## src/rtl/uart_cmd_parser.sv

```systemverilog
// Pulls bytes from the UART RX FIFO, frames EB 90 ADDR D3..D0 CHK and issues one register-write strobe per good frame.
// One byte per two clocks; strobe/error lands two clocks after the final FIFO read; bytes are only pulled when the FIFO is non-empty.
module uart_cmd_parser #(
  parameter logic [23:0] TIMEOUT_CYCLES = 24'd500000
) (
  input  logic        clock,
  input  logic        reset,
  input  logic        fifo_rd_avail,
  input  logic [7:0]  fifo_data8,
  output logic        fifo_rdreq,
  output logic        reg_wr_en,
  output logic [7:0]  reg_addr,
  output logic [31:0] reg_wdata,
  output logic        frame_err,
  output logic [15:0] frame_ok_cnt,
  output logic [15:0] frame_err_cnt
);

  typedef enum logic [2:0] {
    S_H1   = 3'd0,
    S_H2   = 3'd1,
    S_ADDR = 3'd2,
    S_DATA = 3'd3,
    S_CHK  = 3'd4
  } state_t;

  state_t      state_q, state_d;
  logic        rd_pend_q, rd_pend_d;
  logic [1:0]  idx_q, idx_d;
  logic [7:0]  sum_q, sum_d;
  logic [7:0]  addr_sh_q, addr_sh_d;
  logic [31:0] data_sh_q, data_sh_d;
  logic [23:0] gap_q, gap_d;
  logic [7:0]  reg_addr_q, reg_addr_d;
  logic [31:0] reg_wdata_q, reg_wdata_d;
  logic        wr_en_q, wr_en_d;
  logic        err_q, err_d;
  logic [15:0] ok_cnt_q, ok_cnt_d;
  logic [15:0] err_cnt_q, err_cnt_d;

  logic       byte_vld;
  logic [7:0] rx_byte;
  logic       in_frame;
  logic       timeout;

  assign fifo_rdreq = fifo_rd_avail & ~rd_pend_q & ~reset;
  assign rd_pend_d  = fifo_rdreq;
  assign byte_vld   = rd_pend_q;
  assign rx_byte    = fifo_data8;

  assign in_frame = (state_q == S_ADDR) || (state_q == S_DATA) || (state_q == S_CHK);
  // gap_q holds clocks elapsed since the last byte; an arriving byte always beats the timeout
  assign timeout  = in_frame && !byte_vld && (gap_q == TIMEOUT_CYCLES - 24'd1);

  always_comb begin
    state_d     = state_q;
    idx_d       = idx_q;
    sum_d       = sum_q;
    addr_sh_d   = addr_sh_q;
    data_sh_d   = data_sh_q;
    reg_addr_d  = reg_addr_q;
    reg_wdata_d = reg_wdata_q;
    wr_en_d     = 1'b0;
    err_d       = 1'b0;
    ok_cnt_d    = ok_cnt_q;
    err_cnt_d   = err_cnt_q;

    if (byte_vld) begin
      case (state_q)
        S_H1: begin
          if (rx_byte == 8'hEB) state_d = S_H2;
        end
        S_H2: begin
          if (rx_byte == 8'h90)      state_d = S_ADDR;
          else if (rx_byte == 8'hEB) state_d = S_H2;
          else                       state_d = S_H1;
        end
        S_ADDR: begin
          addr_sh_d = rx_byte;
          sum_d     = rx_byte;
          idx_d     = 2'd3;
          state_d   = S_DATA;
        end
        S_DATA: begin
          data_sh_d = {data_sh_q[23:0], rx_byte};
          sum_d     = sum_q + rx_byte;
          if (idx_q == 2'd0) state_d = S_CHK;
          else               idx_d   = idx_q - 2'd1;
        end
        S_CHK: begin
          state_d = S_H1;
          if (rx_byte == sum_q) begin
            reg_addr_d  = addr_sh_q;
            reg_wdata_d = data_sh_q;
            wr_en_d     = 1'b1;
            if (ok_cnt_q != 16'hFFFF) ok_cnt_d = ok_cnt_q + 16'd1;
          end else begin
            err_d = 1'b1;
          end
        end
        default: state_d = S_H1;
      endcase
    end else if (timeout) begin
      err_d   = 1'b1;
      state_d = S_H1;
    end

    if (err_d && (err_cnt_q != 16'hFFFF)) err_cnt_d = err_cnt_q + 16'd1;

    if ((state_d == S_H1) || (state_d == S_H2)) gap_d = 24'd0;
    else if (byte_vld)                          gap_d = 24'd1;
    else                                        gap_d = gap_q + 24'd1;
  end

  always_ff @(posedge clock) begin
    if (reset) begin
      state_q     <= S_H1;
      rd_pend_q   <= 1'b0;
      idx_q       <= 2'd0;
      sum_q       <= 8'd0;
      addr_sh_q   <= 8'd0;
      data_sh_q   <= 32'd0;
      gap_q       <= 24'd0;
      reg_addr_q  <= 8'd0;
      reg_wdata_q <= 32'd0;
      wr_en_q     <= 1'b0;
      err_q       <= 1'b0;
      ok_cnt_q    <= 16'd0;
      err_cnt_q   <= 16'd0;
    end else begin
      state_q     <= state_d;
      rd_pend_q   <= rd_pend_d;
      idx_q       <= idx_d;
      sum_q       <= sum_d;
      addr_sh_q   <= addr_sh_d;
      data_sh_q   <= data_sh_d;
      gap_q       <= gap_d;
      reg_addr_q  <= reg_addr_d;
      reg_wdata_q <= reg_wdata_d;
      wr_en_q     <= wr_en_d;
      err_q       <= err_d;
      ok_cnt_q    <= ok_cnt_d;
      err_cnt_q   <= err_cnt_d;
    end
  end

  assign reg_wr_en     = wr_en_q;
  assign reg_addr      = reg_addr_q;
  assign reg_wdata     = reg_wdata_q;
  assign frame_err     = err_q;
  assign frame_ok_cnt  = ok_cnt_q;
  assign frame_err_cnt = err_cnt_q;

endmodule

```

## config.mk

```make
export PLATFORM = sky130hd
export DESIGN_NAME = uart_cmd_parser
export DESIGN_NICKNAME = d
export VERILOG_FILES = /design/src/rtl/uart_cmd_parser.sv
export SDC_FILE = /design/constraint.sdc
export NUM_CORES = 1
export LEC_CHECK = 0
export CAP_MARGIN = 5
export CORE_MARGIN = 5
export CORE_UTILIZATION = 35
export DETAILED_ROUTE_END_ITERATION = 8
export GPL_ROUTABILITY_DRIVEN = 0
export HOLD_SLACK_MARGIN = 0.15
export PLACE_DENSITY = 0.58
export RECOVER_POWER = 50
export SLEW_MARGIN = 20
export SYNTH_ARGS = -nofsm -noshare
export SYNTH_HDL_FRONTEND = slang
export SYNTH_SLANG_ARGS = --single-unit
```

## constraint.sdc

```tcl
create_clock -name clock -period 6.9 [get_ports clock]
set_clock_uncertainty 0.1 [all_clocks]
set_input_delay 1.035 -clock clock [delete_from_list [all_inputs] [get_ports clock]]
set_output_delay 1.035 -clock clock [all_outputs]
set_load 0.005 [all_outputs]
```

# Word level (Yosys, flattened, before mapping)
# Index checks and enable logic that the tools add are counted.
[word_totals]
in_bits = 11
ff_bits = 152
elab_cells = 72
[op_classes]
n_addsub = 5
n_mux = 16
eq_ne = 12
reduce_logical = 20
n_bitwise = 5
[ops]
columns = ["cell", "count"]
rows = [
  ["16-bit by 1-bit adder with 16-bit output (second input constant)", 2],
  ["16-bit inequality test (second input constant)", 2],
  ["24-bit by 1-bit adder with 24-bit output (second input constant)", 1],
  ["24-bit by 19-bit == test with 1-bit output (second input constant)", 1],
  ["8-bit == test (second input constant)", 2],
  ["8-bit one-hot mux with 2 select lines", 1],
  ["3-bit 2-to-1 mux", 4],
  ["3-bit one-hot mux with 4 select lines", 1],
  ["8-bit adder", 1],
  ["8-bit == test", 1],
  ["1-bit 2-to-1 mux", 7],
  ["3-bit by 1-bit == test with 1-bit output (second input constant)", 2],
  ["3-bit by 2-bit == test with 1-bit output (second input constant)", 2],
  ["3-bit logical NOT", 2],
  ["2-bit AND reduction", 3],
  ["3-bit AND reduction", 2],
  ["3-bit OR reduction", 2],
  ["2-bit 2-to-1 mux", 2],
  ["2-bit one-hot mux with 2 select lines", 1],
  ["4-bit AND reduction", 1],
  ["3-bit == test (second input constant)", 1],
  ["1-bit logical AND", 3],
  ["1-bit logical OR", 3],
  ["1-bit NOT", 3],
  ["7 further kinds", 8],
]

# Logic depth before layout (Yosys ltp)
[logic_depth]
word_depth = 10
depth_mapped = 9

# Least setup slack after synthesis
# Ideal clock, no wire load.
[synth_path]
path_type = "input -> register"
start = "in fifo_data8[5]"
end = "reg ok_cnt_q[14] (netlist: frame_ok_cnt[14])"
stages = 7
required_time_ns = 6.666
setup_ns = 0.134
arrival_time_ns = 2.957
slack_ns = 3.710
path_cell_list = "ha_1 > or4_4 > nor3_1 > nand2_1 > or4_1 > nor3_1 > a211oi_1"
[synth_via]
elab_chain_len = 2
[synth_rtl]
columns = ["element", "line", "text"]
rows = [
  ["from (decl)", "9", "input logic [7:0] fifo_data8,"],
  ["8-bit == test", "92", "if (rx_byte == sum_q) begin"],
  ["4-bit AND reduction (no line)", "--", ""],
  ["to (signal assigned)", "142", "ok_cnt_q <= ok_cnt_d;"],
  ["to (decl)", "38", "logic [15:0] ok_cnt_q, ok_cnt_d;"],
]
# Every way passes these cells.
# A chain may end at the register's enable or synchronous reset.

# Final worst setup path
[layout_path]
start = "in reset"
end = "out fifo_rdreq"
[layout_via]
elab_chain_len = 2
[layout_rtl]
columns = ["element", "line", "text"]
rows = [
  ["from (decl)", "7", "input logic reset,"],
  ["1-bit NOT", "46", "assign fifo_rdreq = fifo_rd_avail & ~rd_pend_q & ~reset;"],
  ["1-bit AND", "46", ""],
  ["to (decl)", "10", "output logic fifo_rdreq,"],
]
# Every way passes these cells.

==> summary.txt <==
Status
  – Status: finished clean

GRT
  – GR Layer Usage met1: between 10% and 20%
  – Pin count of the biggest net entering global routing: 100
  – GRT met3 Usage: approximately 3.7%
  – Antenna violations before repair: 0
  – Most used routing layer: met2
  – GR Layer Usage met2: about a quarter
  – Tot GR Track Use: between 10 and 15%
  – First-pass GRT wire length: around 25 mm
  – Grt total ovfl: 0
  – Vias in the first global route: approximately 5000

Critical path
  – Reg-to-reg slack, setup: 4.00 ns
  – Startpoint types: input pin
  – Critical Path Start: reset
  – Critical path class: input pin to output port
  – Capturing point of the worst reg2reg path: frame_ok_cnt[8]
  – Required time of the critical path: ~5.8 ns
  – Worst path arrival time: between 3 and 4 ns
  – Worst Path Max Fanout: 29
  – Reg2Reg Depth: 7
  – CP Capture Type: output port
  – FF-to-FF Start: sum_q[1]

Clock tree
  – Post-CTS repair timing setup buffer count: 0
  – CTS tree: yes
  – Clock sink total: 152
  – CTS Buf Count: 17
  – PostCTS Resize Cnt: 0
  – Post-cts hold buffer count: 0
  – Clock Path Buffers: 2
  – H-tree levels: 4
  – Worst-path clk slew: ~0.06 ns
  – Root Buffer: clkbuf_16
  – Worst skew pair latency: around 0.42 ns

Floorplan
  – Die H: about 140 microns
  – Core ar.: 0.0178 sq mm
  – Die width: roughly 140 microns
  – Initial Util: between 30% and 40%
  – Num rows: a little under 50
  – Die area: between 0.02 and 0.025 sq mm
  – Boundary Pins: between 80 and 90

Yosys
  – Ys Warns: 0
  – Top cell type's share of synthesized area: between 40% and 50%
  – Area leader, netlist: dfxtp_1
  – Top cells by area, synth: dfxtp_1 (48%), nand2_1 (11%), a21oi_1 (7.4%)
  – Synth unique cells: 49
  – Post-Syn Area per Cell: slightly above 8 sq um
  – Cell count after synthesis: between 700 and 800
  – Ys async rst share: 0%
  – Post-Synthesis Cell Area: around 0.0063 sq mm
  – Top_reg_cell synth: dfxtp_1
  – Register area share after synthesis: between 40% and 50%
  – Syn nets: a little under 800
  – Post-synth EDFFs: 0
  – Seq cells post-synth: roughly 150

Finish
  – Layout cells sized above 1: under 10%
  – Seq. cell area: just over 0.003 sq mm
  – Post-Route Utilization: between 40% and 50%
  – NumNets Final: ~870
  – Synth-to-layout area growth: 25.7%
  – ANT cells: 0
  – Post-Layout Inst Area: 0.00794 sq mm
  – Multi-input logic area: 0.00309 sq mm
  – Final cell count without fillers: between 1000 and 1500
  – Filler cell count: 1773

Timing
  – Fin crit period: 4.20 ns
  – Setup TNS: 0 ns
  – Fmax: 238 MHz
  – Max Slew Vio Count: 0
  – Slew at the pin with the worst max-slew slack: between 1 and 1.5 ns
  – Final setup margin: between 2 and 3 ns
  – Tcrit/Tclk final: 60.8%
  – Final setup fails: 0
  – Max transition margin: 5.28%
  – Final Hold Fails: 0
  – RSZ-0062 raised after global routing: false

Hold path
  – Min-Delay Path Class: flip-flop to flip-flop
  – Sink of the worst hold path: reg_wdata[30]
  – HP Start: reg_wdata[30]
  – Hold Path Depth: 2

Drt
  – Via count: between 5000 and 6000
  – Drt drc: 0
  – Drt initial violations: 330
  – Antenna-violating nets left: 0
  – Routed wire length: around 15 mm
  – Routed len/inst: between 10 and 15 microns
  – Initial DRT Pass Iterations: 4
  – Routed vias/inst: 4.93

Placed design
  – Placed Instances: approximately 1100
  – Place WS: around 2.7 ns
  – Hpwl dp: 10.1 mm
  – Port Buffers: 85
  – Placed cell areas: 0.00734 sq mm

Power
  – Worst VDD drop: about 0.00019 V
  – Pwr Density: approximately 230 mW/mm^2
  – LEAKAGE: between 2 and 3 nW

Run
  – Max-cap violation count: 0
-- worst max path at each step --
| stage | slack, ns | cells past startpoint | to |
|---|---|---|---|
| after floorplan | 3.71 | 7 | frame_ok_cnt[14] |
| after global routing | 2.54 | 4 | fifo_rdreq |
| after CTS | 3.11 | 8 | frame_ok_cnt[8] |
| after global placement | 2.72 | 9 | frame_ok_cnt[5] |
| final | 2.70 | 4 | fifo_rdreq |
| after detailed placement | 2.66 | 8 | frame_ok_cnt[8] |
-- layout by cell type, fill, tap and decap left out, types with 5 or more instances in the layout --
cell type,synthesis,routed
dlygate4sd3_1,0,68
clkinv_4,0,8
nand2_1,188,187
clkdlybuf4s50_1,0,16
xnor2_1,16,16
nor2_1,76,75
xor2_1,35,35
and4_1,8,8
nand4_1,13,13
nand3_1,26,26
clkbuf_16,0,17
and2_1,5,5
nor2b_1,5,5
and3_1,17,17
dfxtp_1,152,152
inv_1,13,13
nor3_1,13,13
ha_1,11,11
a21oi_1,94,94
-- synth_stat cells (5+ instances only) --
| cell type | n |
|---|---|
| nand2_1 | 188 |
| dfxtp_1 | 152 |
| a21oi_1 | 94 |
| nor2_1 | 76 |
| xor2_1 | 35 |
| clkbuf_1 | 34 |
| nand3_1 | 26 |
| and3_1 | 17 |
| xnor2_1 | 16 |
| inv_1 | 13 |
| nand4_1 | 13 |
| nor3_1 | 13 |
| ha_1 | 11 |
| and4_1 | 8 |
| and2_1 | 5 |
| buf_2 | 5 |
| nor2b_1 | 5 |
-- stage by stage --
step	power, W	hold WS, ns
after CTS	0.00187	0.355
after global placement	0.000932	0.343
after detailed placement	0.000933	0.346
after global routing	0.00192	0.365
after floorplan	0.000917	0.327
final	0.00185	0.349
-- flip-flops by register name, indices dropped and copies added (netlist names), 8 cells and up --
name / cells
gap_q: 24
frame_ok_cnt: 16
frame_err_cnt: 16
sum_q: 8
reg_wdata: 32
reg_addr: 8
addr_sh_q: 8
data_sh_q: 32
-- per-layer routing --
layer / up-vias / routed length [microns]
li1: 2763 / -
met1: 2480 / 7230
met2: 88 / 7020
met3: 17 / 623
met4: 0 / 217
met5: - / 0
-- cell type report --
cell class | instances | share of cell area [%]
Multi-Input combinational cell | 569 | 38.9
Sequential cell | 152 | 38.3
Clock inverter | 12 | 1.81
Timing Repair Buffer | 89 | 11.0
Tap cell | 229 | 3.61
Inverter | 13 | 0.615
Clock buffer | 20 | 5.75
-- kinds of logic after synthesis --
family	Yosys count	share of synthesized area [%]
adder cells (fa/ha/maj)	12	2.50
AO/OA/AOI/OAI	130	11.8
XOR/XNOR	51	7.07
AND/OR/NAND/NOR	374	26.9
buffers and inverters	52	3.19
flip-flops	152	48.2
multiplexers	2	0.317
-- critical path, cell delays in order --
cell and delay, ns:
clkbuf_1 1.00, nor2_1 0.29, and2_1 0.27, clkdlybuf4s50_1 0.44
-- power breakdown --
group	switching, W	internal (W)	leakage (nW)	total [W]
logic	0.0000238	0.0000104	1.34	0.0000342
clock network	0.000377	0.000557	0.295	0.000934
registers	0.000000774	0.000878	1.22	0.000878
total	0.000402	0.00144	2.86	0.00185
(Power assumes the default switching activity.)
